<file path="src/rtl/register_file_scoreboard.sv">
// Register file with a per-register busy bit (scoreboard), two combinational read ports, optional write bypass.
// Writes/reserves take effect on the clock edge; busy_count is registered; no backpressure, always accepts.
module register_file_scoreboard #(
  parameter int DATA_WIDTH  = 16,
  parameter int INDEX_WIDTH = 2,
  parameter int BYPASS      = 1,
  parameter int ZERO_REG    = 0
) (
  input  logic                   clk,
  input  logic                   reset,
  input  logic [INDEX_WIDTH-1:0] read_index_a,
  input  logic [INDEX_WIDTH-1:0] read_index_b,
  output logic [DATA_WIDTH-1:0]  read_data_a,
  output logic [DATA_WIDTH-1:0]  read_data_b,
  output logic                   read_busy_a,
  output logic                   read_busy_b,
  input  logic [INDEX_WIDTH-1:0] write_index,
  input  logic                   write_enable,
  input  logic [DATA_WIDTH-1:0]  write_data,
  input  logic [INDEX_WIDTH-1:0] reserve_index,
  input  logic                   reserve_enable,
  output logic [INDEX_WIDTH:0]   busy_count
);
  localparam int DEPTH = 1 << INDEX_WIDTH;

  logic [DATA_WIDTH-1:0]  regs [DEPTH];
  logic [DEPTH-1:0]       busy;
  logic [DEPTH-1:0]       busy_next;
  logic [INDEX_WIDTH:0]   count_next;
  logic                   write_ok;
  logic                   reserve_ok;
  logic                   bypass_busy;

  logic [INDEX_WIDTH-1:0] rd_index [2];
  logic [DATA_WIDTH-1:0]  rd_data  [2];
  logic                   rd_busy  [2];

  assign write_ok    = write_enable && !(ZERO_REG != 0 && write_index == '0);
  assign reserve_ok  = reserve_enable && !(ZERO_REG != 0 && reserve_index == '0);
  assign bypass_busy = reserve_enable && (reserve_index == write_index);

  // Reserve is applied after the write clear so it wins on a shared index.
  always_comb begin
    busy_next = busy;
    if (write_ok) busy_next[write_index] = 1'b0;
    if (reserve_ok) busy_next[reserve_index] = 1'b1;
    count_next = '0;
    for (int i = 0; i < DEPTH; i++) begin
      count_next = count_next + {{INDEX_WIDTH{1'b0}}, busy_next[i]};
    end
  end

  always_ff @(posedge clk) begin
    if (reset) begin
      for (int i = 0; i < DEPTH; i++) regs[i] <= '0;
      busy       <= '0;
      busy_count <= '0;
    end else begin
      if (write_ok) regs[write_index] <= write_data;
      busy       <= busy_next;
      busy_count <= count_next;
    end
  end

  assign rd_index[0] = read_index_a;
  assign rd_index[1] = read_index_b;

  always_comb begin
    for (int p = 0; p < 2; p++) begin
      rd_data[p] = '0;
      rd_busy[p] = 1'b0;
      if (reset) begin
        rd_data[p] = '0;
        rd_busy[p] = 1'b0;
      end else if (ZERO_REG != 0 && rd_index[p] == '0) begin
        rd_data[p] = '0;
        rd_busy[p] = 1'b0;
      end else if (BYPASS != 0 && write_enable && rd_index[p] == write_index) begin
        rd_data[p] = write_data;
        rd_busy[p] = bypass_busy;
      end else begin
        rd_data[p] = regs[rd_index[p]];
        rd_busy[p] = busy[rd_index[p]];
      end
    end
  end

  assign read_data_a = rd_data[0];
  assign read_data_b = rd_data[1];
  assign read_busy_a = rd_busy[0];
  assign read_busy_b = rd_busy[1];
endmodule

</file>
<file path="config.mk">
export PLATFORM = sky130hd
export DESIGN_NAME = register_file_scoreboard
export DESIGN_NICKNAME = d
export VERILOG_FILES = /design/src/rtl/register_file_scoreboard.sv
export SDC_FILE = /design/constraint.sdc
export NUM_CORES = 1
export LEC_CHECK = 0
export CELL_PAD_IN_SITES_DETAIL_PLACEMENT = 1
export CELL_PAD_IN_SITES_GLOBAL_PLACEMENT = 1
export CORE_MARGIN = 2
export CORE_UTILIZATION = 45
export CTS_BUF_LIST = sky130_fd_sc_hd__clkbuf_2
export CTS_CLUSTER_DIAMETER = 30
export DETAILED_ROUTE_END_ITERATION = 10
export GPL_ROUTABILITY_DRIVEN = 0
export GPL_TIMING_DRIVEN = 0
export PLACE_DENSITY = 0.94
export SYNTH_ARGS = -nofsm -noshare
export SYNTH_HDL_FRONTEND = slang
export SYNTH_SLANG_ARGS = --single-unit
</file>
<file path="constraint.sdc">
create_clock -name clk -period 3.1 [get_ports clk]
set_input_delay 0.93 -clock clk [delete_from_list [all_inputs] [get_ports clk]]
set_output_delay 0.93 -clock clk [all_outputs]
set_load 0.02 [all_outputs]
</file>
## Word-level counts from Yosys, hierarchy flattened

Memories as Yosys holds them, arrays and structs flattened.
Index checks and enable logic that the tools add are counted.

| word-level totals | value |
|---|---|
| memories | 1 |
| logic and storage cells | 50 |
| output and inout port bits | 37 |
| flip-flop bits (word level) | 7 |
| bits of input ports | 28 |
| bits in writable memories | 64 |

| operators by class | value |
|---|---|
| $add $sub $neg | 3 |
| bitwise logic cells | 3 |
| equality and inequality tests | 3 |
| mux-type cells | 26 |
| reductions and logical operators | 6 |
| $lt $le $gt $ge | 6 |

Memories:

| memory | depth | width | rd ports | clocked after memory_dff | wr ports | RTL line | RTL |
|---|---|---|---|---|---|---|---|
| regs | 4 | 16 | 2 | 0 | 4 | 26 | `logic [DATA_WIDTH-1:0] regs [DEPTH];` |

Operators with widths:

| kind | count |
|---|---|
| two-way mux 16 bit | 5 |
| OR reduction 16 bit | 1 |
| two-way mux 1 bit | 14 |
| < comparator 2 x 3 -> 1 bit (second input constant) | 4 |
| two-way mux 4 bit | 2 |
| equality test 2 bit | 3 |
| logical AND 1 bit | 5 |
| bitwise AND 4 bit | 1 |
| binary-select mux 1 bit (select 2 bit) | 2 |
| demux 1 bit (select 2 bit) | 2 |
| >= comparator 2 x 1 -> 1 bit (second input constant) | 2 |
| inverter 4 bit | 1 |
| OR 4 bit | 1 |
| adder 2 x 1 -> 3 bit | 1 |
| adder 3 x 1 -> 3 bit | 1 |
| adder 1 x 1 -> 2 bit | 1 |
| two-way mux 2 bit | 1 |

## Depth between registers and ports, before layout

Gate-level depths: netlist of the first run.

| depth | value |
|---|---|
| depth after elaboration | 12 |
| gate-level depth with buffers | 9 |
| depth with buffers taken out | 7 |

## Worst setup path before layout of the first run

OpenSTA, ideal clock, no wires.

| timing path | value |
|---|---|
| path kind | input-to-output |
| start | input port read_index_a[1] |
| end | output port read_data_a[12] |
| data required time | 2170 ps |
| arrival | 2039 ps |
| slack | 131 ps |
| buffers on the path | 3 |
| stages on the path | 7 |
| cells stage by stage | buf_4 xnor2_2 and3_1 buf_6 buf_6 nand2_1 a21oi_1 |

| on the way | value |
|---|---|
| longest elaborated chain between the ends | 4 |

Ends and longest elaborated chain:

| what | RTL line | RTL |
|---|---|---|
| from (decl) | 11 | `input logic [INDEX_WIDTH-1:0] read_index_a,` |
| parallel branches: the longest is 2 deep, another holds memory read (4 x 16 bit) | -- |  |
| two-way mux 16 bit (*) | 78 | `end else if (BYPASS != 0 && write_enable && rd_index[p] == write_index) begin` |
| two-way mux 16 bit (*) | 72 | `if (reset) begin` |
| to (decl) | 13 | `output logic [DATA_WIDTH-1:0] read_data_a,` |

Mark *: on every way between the ends.

## Final worst setup path of the first run

| timing path | value |
|---|---|
| start | input port write_index[1] |
| end | output port read_data_a[15] |

| on the way | value |
|---|---|
| longest elaborated chain between the ends | 4 |

Ends and longest elaborated chain:

| what | RTL line | RTL |
|---|---|---|
| from (decl) | 17 | `input logic [INDEX_WIDTH-1:0] write_index,` |
| equality test 2 bit | 78 |  |
| logical AND 1 bit | 78 |  |
| two-way mux 16 bit | 78 |  |
| two-way mux 16 bit | 72 |  |

Every way passes these cells.

==> qor_table.md, run 1 <==
| Item | This run | Unit |
|:---|:---|:---|
| Outcome | finished with violations | - |
| Failing checks | setup timing | - |
| Max-slew headroom | 0.2908 | - |
| DRC | 0 | - |
| Logic gate share of total power | 0.263 | - |
| Final Setup Violations | 2 | - |
| Number of cells produced by synthesis | 356 | - |
| Placement-stage cell area | 4900 | µm² |
| Maxcap violations | 0 | - |
| Number of top-level pins | 65 | - |
| Detailed Place HPWL | 9433 | µm |
| Startpoint of the worst hold path | busy[0]$_SDFF_PP0_ | - |
| Top cell type by total area after synthesis | sky130_fd_sc_hd__edfxtp_1 | - |
| Proportion of layout cells with a drive suffix above 1 | 0.3614 | - |
| Global-route usage over all layers | 0.3141 | - |
| Routed WL per cell | 29.09 | µm |
| Synth Cell Area | 4200 | µm² |
| Antenna violations before repair | 0 | - |
| Worst VDD drop | 502.7 | µV |
| Total number of yosys warnings | 0 | - |
| H-tree depth reported by CTS | 3 | - |
| Fraction of synthesized cell area taken by the top area cell type | 0.4576 | - |
| Worst path arrival time | 2.21 | ns |
| Power density over cell area | 463.4 | nW/µm² |
| Setup crit start | write_index[1] | - |
| Clock tree from TritonCTS | yes | - |
| Top achievable clock speed | 318.5 | MHz |
| Final design instance area without fill | 5329 | µm² |
| Port Buf Inserts | 56 | - |
| Layout Skew | 0.0004262 | ns |
| Number of cell rows | 35 | - |
| Sw Pwr | 0.7914 | mW |
| Overall power after layout | 2.469 | mW |
| Count of inserted antenna diode cells | 0 | - |
| Crit-path leading delay family | buffers and inverters | - |
| DRC violation total after the first TritonRoute iteration | 506 | - |
| Mean cell area of the mapped netlist | 11.80 | µm² |
| Std-Cell Core Area | 9153 | µm² |
| Number of buffers on the longest clock path | 2 | - |
| Period Utilization, post-route | 1.013 | - |
| Largest fanout on the critical path | 7 | - |
| Clock group share of total power | 0.266 | - |
| Die ar. | 10120 | µm² |
| Cell count after placement | 523 | - |
| Number of unique standard cell types used by synthesis | 29 | - |
| Post-layout utilization of the core | 0.5822 | - |
| Type of the worst setup path | input port to output port | - |
| Critical path's slowest cell | sky130_fd_sc_hd__and3_4 | - |
| Async SR Flop Fraction | 0 | - |
| Initial Utilization | 0.4589 | - |
| Non-filler instance count after layout | 551 | - |
| Element type at the critical path start | input port | - |
| Required @ worst endpoint | 2.17 | ns |
| Share of total power in sequential cells | 0.471 | - |
| Number of buffers added by the clock tree synthesis step | 9 | - |
| Avg Vias per Cell | 6.479 | - |
| Die Y | 100.6 | µm |
| Clock edge transition at the registers on the reported setup and hold paths | 0.23 | ns |
| Storage element area | 2062 | µm² |
| Post-route worst setup slack | -0.03945 | ns |
| Post-synthesis sequential element count | 71 | - |
| Number of synthesized flops with an enable pin | 64 | - |
| Antenna Nets Post-Route | 0 | - |
| Switching share of power | 0.3205 | - |
| Global-route wire length before repair | 22620 | µm |
| Clock latency at the later pin of the worst-skew pair | 0.54 | ns |
| Main synth FF type | sky130_fd_sc_hd__edfxtp_1 | - |
| Area growth from synthesis to layout | 26.87 | % |
| Final hold violations | 0 | - |
| Fill count | 932 | - |
| Hold-fix buffers at CTS | 0 | - |
| Total gr overflow | 0 | - |
| Leading post-synthesis cells by cell area | sky130_fd_sc_hd__edfxtp_1 (46%), sky130_fd_sc_hd__mux4_2 (16%), sky130_fd_sc_hd__nand2_1 (7.5%), sky130_fd_sc_hd__nor2_1 (4.3%), sky130_fd_sc_hd__dfxtp_1 (3.3%) | - |
| Clock root cell | sky130_fd_sc_hd__clkbuf_2 | - |
| Crit path capture type | output port | - |
| Highest cell delay on the worst timing path | 0.28 | ns |
| Cell internal pwr | 1.678 | mW |
| Post-placement worst setup slack | -0.5568 | ns |
| Count of nets after finishing | 466 | - |
| Worst-margin pin slew | 1.064 | ns |
| Critical register-to-register path startpoint | busy[3]$_SDFF_PP0_ | - |
| Die Width | 100.6 | µm |
| Largest net degree at the start of global routing | 17 | - |
| Routed vias | 3570 | - |
| Clock Sinks | 71 | - |
| Type of the most critical hold path | register to register | - |
| Detailed Routing Iterations Pass 1 | 5 | - |
| Post-Route WL | 16030 | µm |
| Min Tclk post-route | 3.139 | ns |
| Lkg Pwr | 2.104 | nW |
| Total nets after synthesis | 387 | - |
| Buffers & Inverters on Critical Path | 3 | - |
| Via count of the first global-routing pass | 3831 | - |
| List of cells traversed by the critical path | buf_8, xnor2_4, and3_4, buf_4, nand2_1, a21oi_1, buf_2 | - |
| Sequential share of the synthesized area | 0.4909 | - |
| Final count of pins violating max slew | 0 | - |
| Area of the multi-input gates | 1988 | µm² |
## per-layer routing
layer | wire length [µm] | up-vias | share of wire | global-route usage
met5 | 0 | - | 0 | 0
met4 | 1083 | 0 | 0.068 | 0.1907
met3 | 1451 | 101 | 0.091 | 0.05062
met2 | 7824 | 274 | 0.49 | 0.5446
met1 | 5670 | 1774 | 0.35 | 0.3643
li1 | - | 1421 | - | -
## cells in the final DEF (no fill, tap or decap), types with 11 or more instances in the layout
master / n
sky130_fd_sc_hd__inv_1: 17
sky130_fd_sc_hd__nand2_1: 78
sky130_fd_sc_hd__a21oi_1: 11
sky130_fd_sc_hd__a21oi_2: 20
sky130_fd_sc_hd__clkdlybuf4s50_1: 20
sky130_fd_sc_hd__nand2_2: 11
sky130_fd_sc_hd__buf_2: 22
sky130_fd_sc_hd__buf_6: 11
sky130_fd_sc_hd__edfxtp_1: 64
sky130_fd_sc_hd__clkbuf_2: 14
sky130_fd_sc_hd__mux4_2: 29
sky130_fd_sc_hd__nor2_1: 48
sky130_fd_sc_hd__buf_4: 18
## cell families after synthesis
group                    share of synthesized area
adder cells (fa/ha/maj)                    0.01072
buffers and inverters                      0.07149
AND/OR/NAND/NOR                             0.1609
flip-flops                                  0.4909
AO/OA/AOI/OAI                              0.05958
XOR/XNOR                                   0.01966
multiplexers                                0.1868
## synthesized netlist by cell type (4+ instances only)
| library cell | instances |
|---|---|
| sky130_fd_sc_hd__mux4_1 | 5 |
| sky130_fd_sc_hd__buf_4 | 5 |
| sky130_fd_sc_hd__nor2b_1 | 8 |
| sky130_fd_sc_hd__dfxtp_1 | 7 |
| sky130_fd_sc_hd__a21oi_2 | 15 |
| sky130_fd_sc_hd__buf_6 | 10 |
| sky130_fd_sc_hd__nand2b_1 | 5 |
| sky130_fd_sc_hd__nand2_2 | 5 |
| sky130_fd_sc_hd__nor2_1 | 48 |
| sky130_fd_sc_hd__clkbuf_1 | 7 |
| sky130_fd_sc_hd__inv_1 | 17 |
| sky130_fd_sc_hd__mux4_2 | 29 |
| sky130_fd_sc_hd__edfxtp_1 | 64 |
| sky130_fd_sc_hd__xnor2_2 | 4 |
| sky130_fd_sc_hd__a21oi_1 | 19 |
| sky130_fd_sc_hd__nand2_1 | 84 |
## metrics by stage
| stage | TNS [ns] | hold slack [ns] |
|---|---|---|
| 5_1_grt | -0.1417 | 0.6840 |
| 2_1_floorplan | 0 | 0.5790 |
| 4_1_cts | -0.05440 | 0.6500 |
| 6_report | -0.05518 | 0.6594 |
| 3_3_place_gp | -13.90 | 0.6079 |
| 3_5_place_dp | -15.67 | 0.6314 |
## sequential cells by signal, summed over array words and instances (netlist names)
name	cells
regs	64
busy_count	3
busy	4
## final cells by class
type,instances,share of cell area
Buffer,27,0.05565
Timing Repair Buffer,69,0.1214
Clock buffer,10,0.009392
Multi-Input combinational cell,240,0.3731
Tap cell,111,0.02606
Inverter,17,0.01197
Clock inverter,6,0.01550
Sequential cell,71,0.3869
## worst register-to-register path, cell delays in order (launching register included)
cell and delay, ns:
sky130_fd_sc_hd__dfxtp_1 0.45, sky130_fd_sc_hd__nand2_1 0.10, sky130_fd_sc_hd__o21ai_0 0.16, sky130_fd_sc_hd__fa_1 0.48, sky130_fd_sc_hd__ha_1 0.19, sky130_fd_sc_hd__ha_1 0.29, sky130_fd_sc_hd__nor2b_1 0.14
## path summary, 6_finish.rpt
path / end / slack (ns) / cells past startpoint
worst min-delay path: busy[0]$_SDFF_PP0_ / 0.66 / 3
worst max register to register: busy_count[1]$_SDFF_PP0_ / 1.20 / 6
worst max-delay path: read_data_a[15] / -0.04 / 7
worst min register to register: busy[0]$_SDFF_PP0_ / 0.66 / 3
## power by group through the flow
stage	combinational (mW)	clock [mW]	sequential, mW
floorplan	0.347	0	1.16
global placement	0.541	0	1.16
detailed placement	0.565	0	1.18
CTS	0.581	0.624	1.16
global route	0.676	0.680	1.17
finish	0.649	0.656	1.16
## what timing repair did
action	CTS	global route
setup endpoints to repair	34	30
gates resized for setup	158	48
pin swaps	7	11
cloned	3	1
buffers inserted	6	3
(Power assumes the default switching activity.)
==> inputs of run 2 (changes only) <==
--- a/config.mk
+++ b/config.mk
@@ -5,6 +5,7 @@
 export SDC_FILE = /design/constraint.sdc
 export NUM_CORES = 1
 export LEC_CHECK = 0
+export CAP_MARGIN = 15
 export CELL_PAD_IN_SITES_DETAIL_PLACEMENT = 1
 export CELL_PAD_IN_SITES_GLOBAL_PLACEMENT = 1
 export CORE_MARGIN = 2
==> results of run 2 <==
Final layout, timing and power as in run 1 (identical DEF).
==> inputs of run 3 (changes only) <==
--- a/config.mk
+++ b/config.mk
@@ -16,6 +16,7 @@
 export GPL_ROUTABILITY_DRIVEN = 0
 export GPL_TIMING_DRIVEN = 0
 export PLACE_DENSITY = 0.94
+export SKIP_CTS_REPAIR_TIMING = 1
 export SYNTH_ARGS = -nofsm -noshare
 export SYNTH_HDL_FRONTEND = slang
 export SYNTH_SLANG_ARGS = --single-unit
==> run 3 against run 2 <==
Effect of this change: the flow still finishes with violations (setup timing); first-iteration DRC count is 20% lower; critical path type unchanged; power is 0.12% higher; via count is 0.20% higher; sequential power hardly changed; global-route usage is 4.2 points lower; die area stayed put.
==> qor_table.md, run 3 (synthesis results as in run 1) <==
| Item | This run | Unit | Delta |
|:---|:---|:---|:---|
| Worst path arrival time | 2.29 | ns | +0.08 ns |
| Number of buffers on the longest clock path | 2 | - | unchanged |
| Global-route wire length before repair | 19980 | µm | -12% |
| Largest fanout on the critical path | 7 | - | unchanged |
| Detailed Routing Iterations Pass 1 | 5 | - | unchanged |
| Via count of the first global-routing pass | 3680 | - | -3.9% |
| Type of the most critical hold path | register to register | - |  |
| Routed WL per cell | 28.39 | µm | -2.4% |
| Post-Route WL | 15870 | µm | -0.99% |
| Min Tclk post-route | 3.220 | ns | +0.08081 ns |
| Top achievable clock speed | 310.5 | MHz | -2.5% |
| Outcome | finished with violations | - |  |
| Area growth from synthesis to layout | 30.27 | % |  |
| Most flop-heavy register | regs | - |  |
| Post-route worst setup slack | -0.1203 | ns | -0.08081 ns |
| Power density over cell area | 451.8 | nW/µm² | -2.5% |
| Top flop regs | regs: 64 flops, busy: 4 flops, busy_count: 3 flops | - |  |
| Final hold violations | 0 | - | unchanged |
| Top routing layer in use | met4 | - |  |
| Antenna Nets Post-Route | 0 | - | unchanged |
| Placement-stage cell area | 4900 | µm² | unchanged |
| Avg Vias per Cell | 6.399 | - | -1.2% |
| Largest net degree at the start of global routing | 17 | - | unchanged |
| Port Buf Inserts | 56 | - | unchanged |
| Lkg Pwr | 2.302 | nW | +9.4% |
| Clock root cell | sky130_fd_sc_hd__clkbuf_2 | - |  |
| Hold Path Cell Cnt | 3 | - | unchanged |
| Std-Cell Core Area | 9153 | µm² | unchanged |
| Cell count after placement | 523 | - | unchanged |
| H-tree depth reported by CTS | 3 | - | unchanged |
| Critical path's slowest cell | sky130_fd_sc_hd__and3_4 | - |  |
| Final design instance area without fill | 5472 | µm² | +2.7% |
| Proportion of layout cells with a drive suffix above 1 | 0.3535 | - | -0.007896 |
| Type of the worst setup path | input port to output port | - |  |
| Setup repair after global routing missed its margin | yes | - |  |
| Met2 wire len | 8068 | µm | +3.1% |
| Post-layout utilization of the core | 0.5978 | - | +0.01559 |
| Crit-path leading delay family | buffers and inverters | - |  |
| Antenna violations before repair | 1 | - | +1 |
| Fill count | 939 | - | +0.75% |
| Final Setup Violations | 22 | - | +20 |
| Number of buffers added by the clock tree synthesis step | 9 | - | unchanged |
| Die ar. | 10120 | µm² | unchanged |
| Clock latency at the later pin of the worst-skew pair | 0.54 | ns | about the same |
| List of cells traversed by the critical path | buf_12, xnor2_4, and3_4, buf_6, buf_6, clkbuf_16, nand2_4, a21oi_4, buf_6 | - |  |
| Largest register FFs | 64 | - | unchanged |
| Buffers & Inverters on Critical Path | 5 | - | +2 |
| Number of gates on the worst path with buffers counted | 9 | - | +2 |
| Worst Hold Slack | 0.6725 | ns | +0.01310 ns |
| Highest cell delay on the worst timing path | 0.28 | ns | about the same |
| Element type at the critical path start | input port | - |  |
| Number of top-level pins | 65 | - | unchanged |
| Maxcap violations | 0 | - | unchanged |
| Crit path capture type | output port | - |  |
| Period Utilization, post-route | 1.039 | - | +0.02607 |
| Overall power after layout | 2.472 | mW | +0.12% |
| Final count of pins violating max slew | 0 | - | unchanged |
| Worst VDD drop | 280.6 | µV | -44% |
| Routed vias | 3577 | - | +0.20% |
| Failing checks | setup timing | - |  |
| Detailed Place HPWL | 9433 | µm | unchanged |
| Initial Utilization | 0.4589 | - | unchanged |
| DRC | 0 | - | unchanged |
| Max-slew headroom | 0.2925 | - | +0.001632 |
| R2r worst-path depth | 6 | - | unchanged |
| Most used cell, CP | sky130_fd_sc_hd__buf_6 | - |  |
| Worst-margin pin slew | 1.061 | ns | -0.002449 ns |
| Total gr overflow | 0 | - | unchanged |
| Clock Sinks | 71 | - | unchanged |
| Layout Skew | 0.0003770 | ns | -0.00004918 ns |
| Non-filler instance count after layout | 559 | - | +1.5% |
| Post-route met1 wirelength | 5601 | µm | -1.2% |
| Count of nets after finishing | 473 | - | +1.5% |
| Die Y | 100.6 | µm | unchanged |
| Most used cells in the layout excluding fill and tap cells | sky130_fd_sc_hd__nand2_1 (74), sky130_fd_sc_hd__edfxtp_1 (64), sky130_fd_sc_hd__nor2_1 (48) | - |  |
| Commonest non-fill, non-tap cell in the layout | sky130_fd_sc_hd__nand2_1 | - |  |
| Global-route usage over all layers | 0.2724 | - | -0.04163 |
| Clock tree from TritonCTS | yes | - |  |
| Detail Route met3 WL | 1346 | µm | -7.2% |
| DRC violation total after the first TritonRoute iteration | 407 | - | -20% |
| Number of cell rows | 35 | - | unchanged |
| Die Width | 100.6 | µm | unchanged |
| Required @ worst endpoint | 2.17 | ns | about the same |
| Clock edge transition at the registers on the reported setup and hold paths | 0.22 | ns | about the same |
==> run 3: cell count changes in the layout (fill, tap and decap cells not counted), moves of 3 or more <==
cell	previous run	this run
sky130_fd_sc_hd__nand2_1	78	74
sky130_fd_sc_hd__buf_2	22	4
sky130_fd_sc_hd__buf_4	18	28
sky130_fd_sc_hd__nand2_2	11	5
sky130_fd_sc_hd__buf_6	11	14
sky130_fd_sc_hd__a21oi_1	11	16
sky130_fd_sc_hd__clkbuf_2	14	20
sky130_fd_sc_hd__buf_16	3	0
sky130_fd_sc_hd__nand2_4	0	10
sky130_fd_sc_hd__a21oi_2	20	13
sky130_fd_sc_hd__dlymetal6s2s_1	1	9
==> run 3: power by group <==
part / switching (mW) / internal [mW] / leakage [nW] / total (mW)
clock network: 0.375 / 0.270 / 0.0848 / 0.645
registers: 0.0466 / 1.12 / 0.687 / 1.16
logic: 0.361 / 0.302 / 1.53 / 0.663
==> run 3: layout make-up <==
type	instances	area, µm²	area share
Multi-Input combinational cell	240	2029	0.3709
Tap cell	111	138.9	0.02538
Sequential cell	71	2062	0.3769
Clock inverter	6	82.58	0.01509
Buffer	27	307.8	0.05625
Inverter	17	63.81	0.01166
Timing Repair Buffer	76	734.5	0.1342
Clock buffer	10	50.05	0.009147
Antenna cell	1	2.502	0.0004574
==> run 3: metrics by stage <==
step	TNS [ns]	worst slack, ns
after floorplan	0	0.1310
after global placement	-13.90	-0.4924
after detailed placement	-15.67	-0.5568
after CTS	-15.89	-0.5621
after global routing	-1.777	-0.1451
final	-0.9572	-0.1203
==> run 3: layer usage <==
metal | GRT usage | vias to the layer above
li1 | - | 1438
met1 | 0.3191 | 1797
met2 | 0.4703 | 269
met3 | 0.04092 | 73
met4 | 0.1675 | 0
met5 | 0 | -
==> run 3: final timing paths <==
path | end | start | slack, ns
setup / recovery | read_data_a[14] | read_index_a[1] | -0.12
hold / removal | busy[0]$_SDFF_PP0_ | busy[0]$_SDFF_PP0_ | 0.67
setup reg to reg | busy_count[1]$_SDFF_PP0_ | busy[1]$_SDFF_PP0_ | 1.19
hold reg to reg | busy[0]$_SDFF_PP0_ | busy[0]$_SDFF_PP0_ | 0.67
==> run 3: worst register-to-register path: stages (launching register included) <==
cell and delay [ns]:
sky130_fd_sc_hd__dfxtp_1 0.42, sky130_fd_sc_hd__nand2_1 0.07, sky130_fd_sc_hd__o21ai_0 0.20, sky130_fd_sc_hd__fa_1 0.51, sky130_fd_sc_hd__ha_1 0.21, sky130_fd_sc_hd__ha_1 0.28, sky130_fd_sc_hd__nor2b_1 0.13
==> variant (flow settings as in run 3) <==
Change the parameter `DATA_WIDTH` from 16 to 20.
--- a/src/rtl/register_file_scoreboard.sv
+++ b/src/rtl/register_file_scoreboard.sv
@@ -2,5 +2,5 @@
 // Writes/reserves take effect on the clock edge; busy_count is registered; no backpressure, always accepts.
 module register_file_scoreboard #(
-  parameter int DATA_WIDTH  = 16,
+  parameter int DATA_WIDTH  = 20,
   parameter int INDEX_WIDTH = 2,
   parameter int BYPASS      = 1,
Interface: changed (resized read_data_a, read_data_b and write_data); port bits go from 65 to 77. The function was not compared with the original's and may differ.
==> variant against run 3 <==
Largest cell class unchanged. Final area increased by 17%. Register-to-register slack improved by 30 ps. The run still ends with negative setup slack left. Synthesized area increased by 22%. Sequential cell count increased by 16. Total power increased by 21%. Utilization decreased by 1.1 points. Synthesized cell count increased by 21%. Worst setup slack got worse by 11 ps. Sequential share of layout area increased by 1.9 points. Count of clock-buffer cells in the layout decreased by 1. Fmax decreased by 0.33%. Routed wire length increased by 21%.
==> variant: results (changes against run 3) <==
status:
  status: "complete, but fails checks"  # unchanged
  violations: "negative setup slack"  # unchanged
grt:
  grt_first_pass_wirelength_um: 25850  # was 19,980 um
  antenna_found_initial: 0  # was 1
  grt_max_degree: 21  # was 17
critical_path:
  timing.rr.start: "busy[3]"  # was busy[1]
  cp_max_fo: 10  # was 7
sta:
  setup_viol: 13  # was 22
  tns_ps: -710.8  # was -957.2 ps
  layout_setup_ws_ps: -130.8  # was -120.3 ps
synthesis:
  synth_edf_count: 80  # was 64
  ys_types: 30  # was 29
  syn-mean-instance-area_um2: 11.91  # was 11.80 um^2
  synthAdderAreaFrac_pct: 0.8817  # was 1.072%
  yosysSeqAreaShare_pct: 49.77  # was 49.09%
  synth.area.mux_share_pct: 18.66  # was 18.68%
  synth_xor_area_share_pct: 1.323  # was 1.966%
  yosys-top-cells-area: "edfxtp_1, mux4_2, nand2_1, a21oi_2, nor2_1"  # was edfxtp_1, mux4_2, nand2_1, nor2_1, dfxtp_1
  synth_commonest_cells: "nand2_1, edfxtp_1, nor2_1"  # unchanged
finish:
  layout.nets: 557  # was 473
  top_regs: "regs (80), busy (4), busy_count (3)"  # was regs (64), busy (4), busy_count (3)
  instances_no_fill: 667  # was 559
  drive_gt1_share_pct: 32.45  # was 35.35%
  insertedDiodeCount: 0  # was 1
route:
  vias: 4304  # was 3,577
placed_design:
  port_buffers: 72  # was 56
  dpl-instance-area_um2: 6005  # was 4900 um^2
power_and_ir_drop:
  p_leak_nw: 2.673  # was 2.302 nW
clock_network:
  insertion_delay_ps: 600  # was 540 ps
## variant: changes by cell type after synthesis, sizes merged
cell,change
nand2,+20
a21oi,+8
mux4,+8
inv,+4
buf,+6
edfxtp,+16
clkbuf,-1
nor2,+12
## variant: critical path, cell delays in order
cell	delay, ps
buf_6	150
buf_12	180
mux4_2	540
nand2_1	160
a21oi_2	80
dlymetal6s2s_1	260
## variant: kinds of logic (layout without fill, tap and decap cells)
logic type                 after synthesis  after routing
DFF                                     87             87
buffers and inverters                   54            152
AOI/OAI and AO/OA                       46             46
xor gates and xnor gates                 6              6
adders and majority gates                3              3
muxes                                   42             42
and+or+nand+nor                        191            191
## variant: worst paths after layout
path | end | cells after the start | slack [ps]
worst min-delay path | busy[0] | 3 | 710
worst min register to register | busy[0] | 3 | 710
worst max register to register | busy_count[1] | 6 | 1220
worst max-delay path | read_data_b[7] | 6 | -130
## variant: metal layers
metal  vias to the layer above  GRT usage [%]  wire, um
li1                       1704              -         -
met1                      2156          32.59      6559
met2                       333          50.22      9823
met3                       111          4.446      1575
met4                         0          15.50      1269
met5                         -              0         0
## variant: report_power, final
group | total (mW) | switching (mW) | internal, mW
Sequential | 1.43 | 0.0543 | 1.37
Clock | 0.799 | 0.449 | 0.350
Combinational | 0.768 | 0.429 | 0.339
Total | 2.99 | 0.933 | 2.06
## variant: final cells by class
type	count	area [um^2]
buffer	33	307.8
clock buffer	9	45.04
clock inverter	7	120.1
fill	1128	4519
inverter	21	78.83
multi-input combinational	288	2291
sequential	87	2542
tap	140	175.2
timing repair buffer	82	855.8
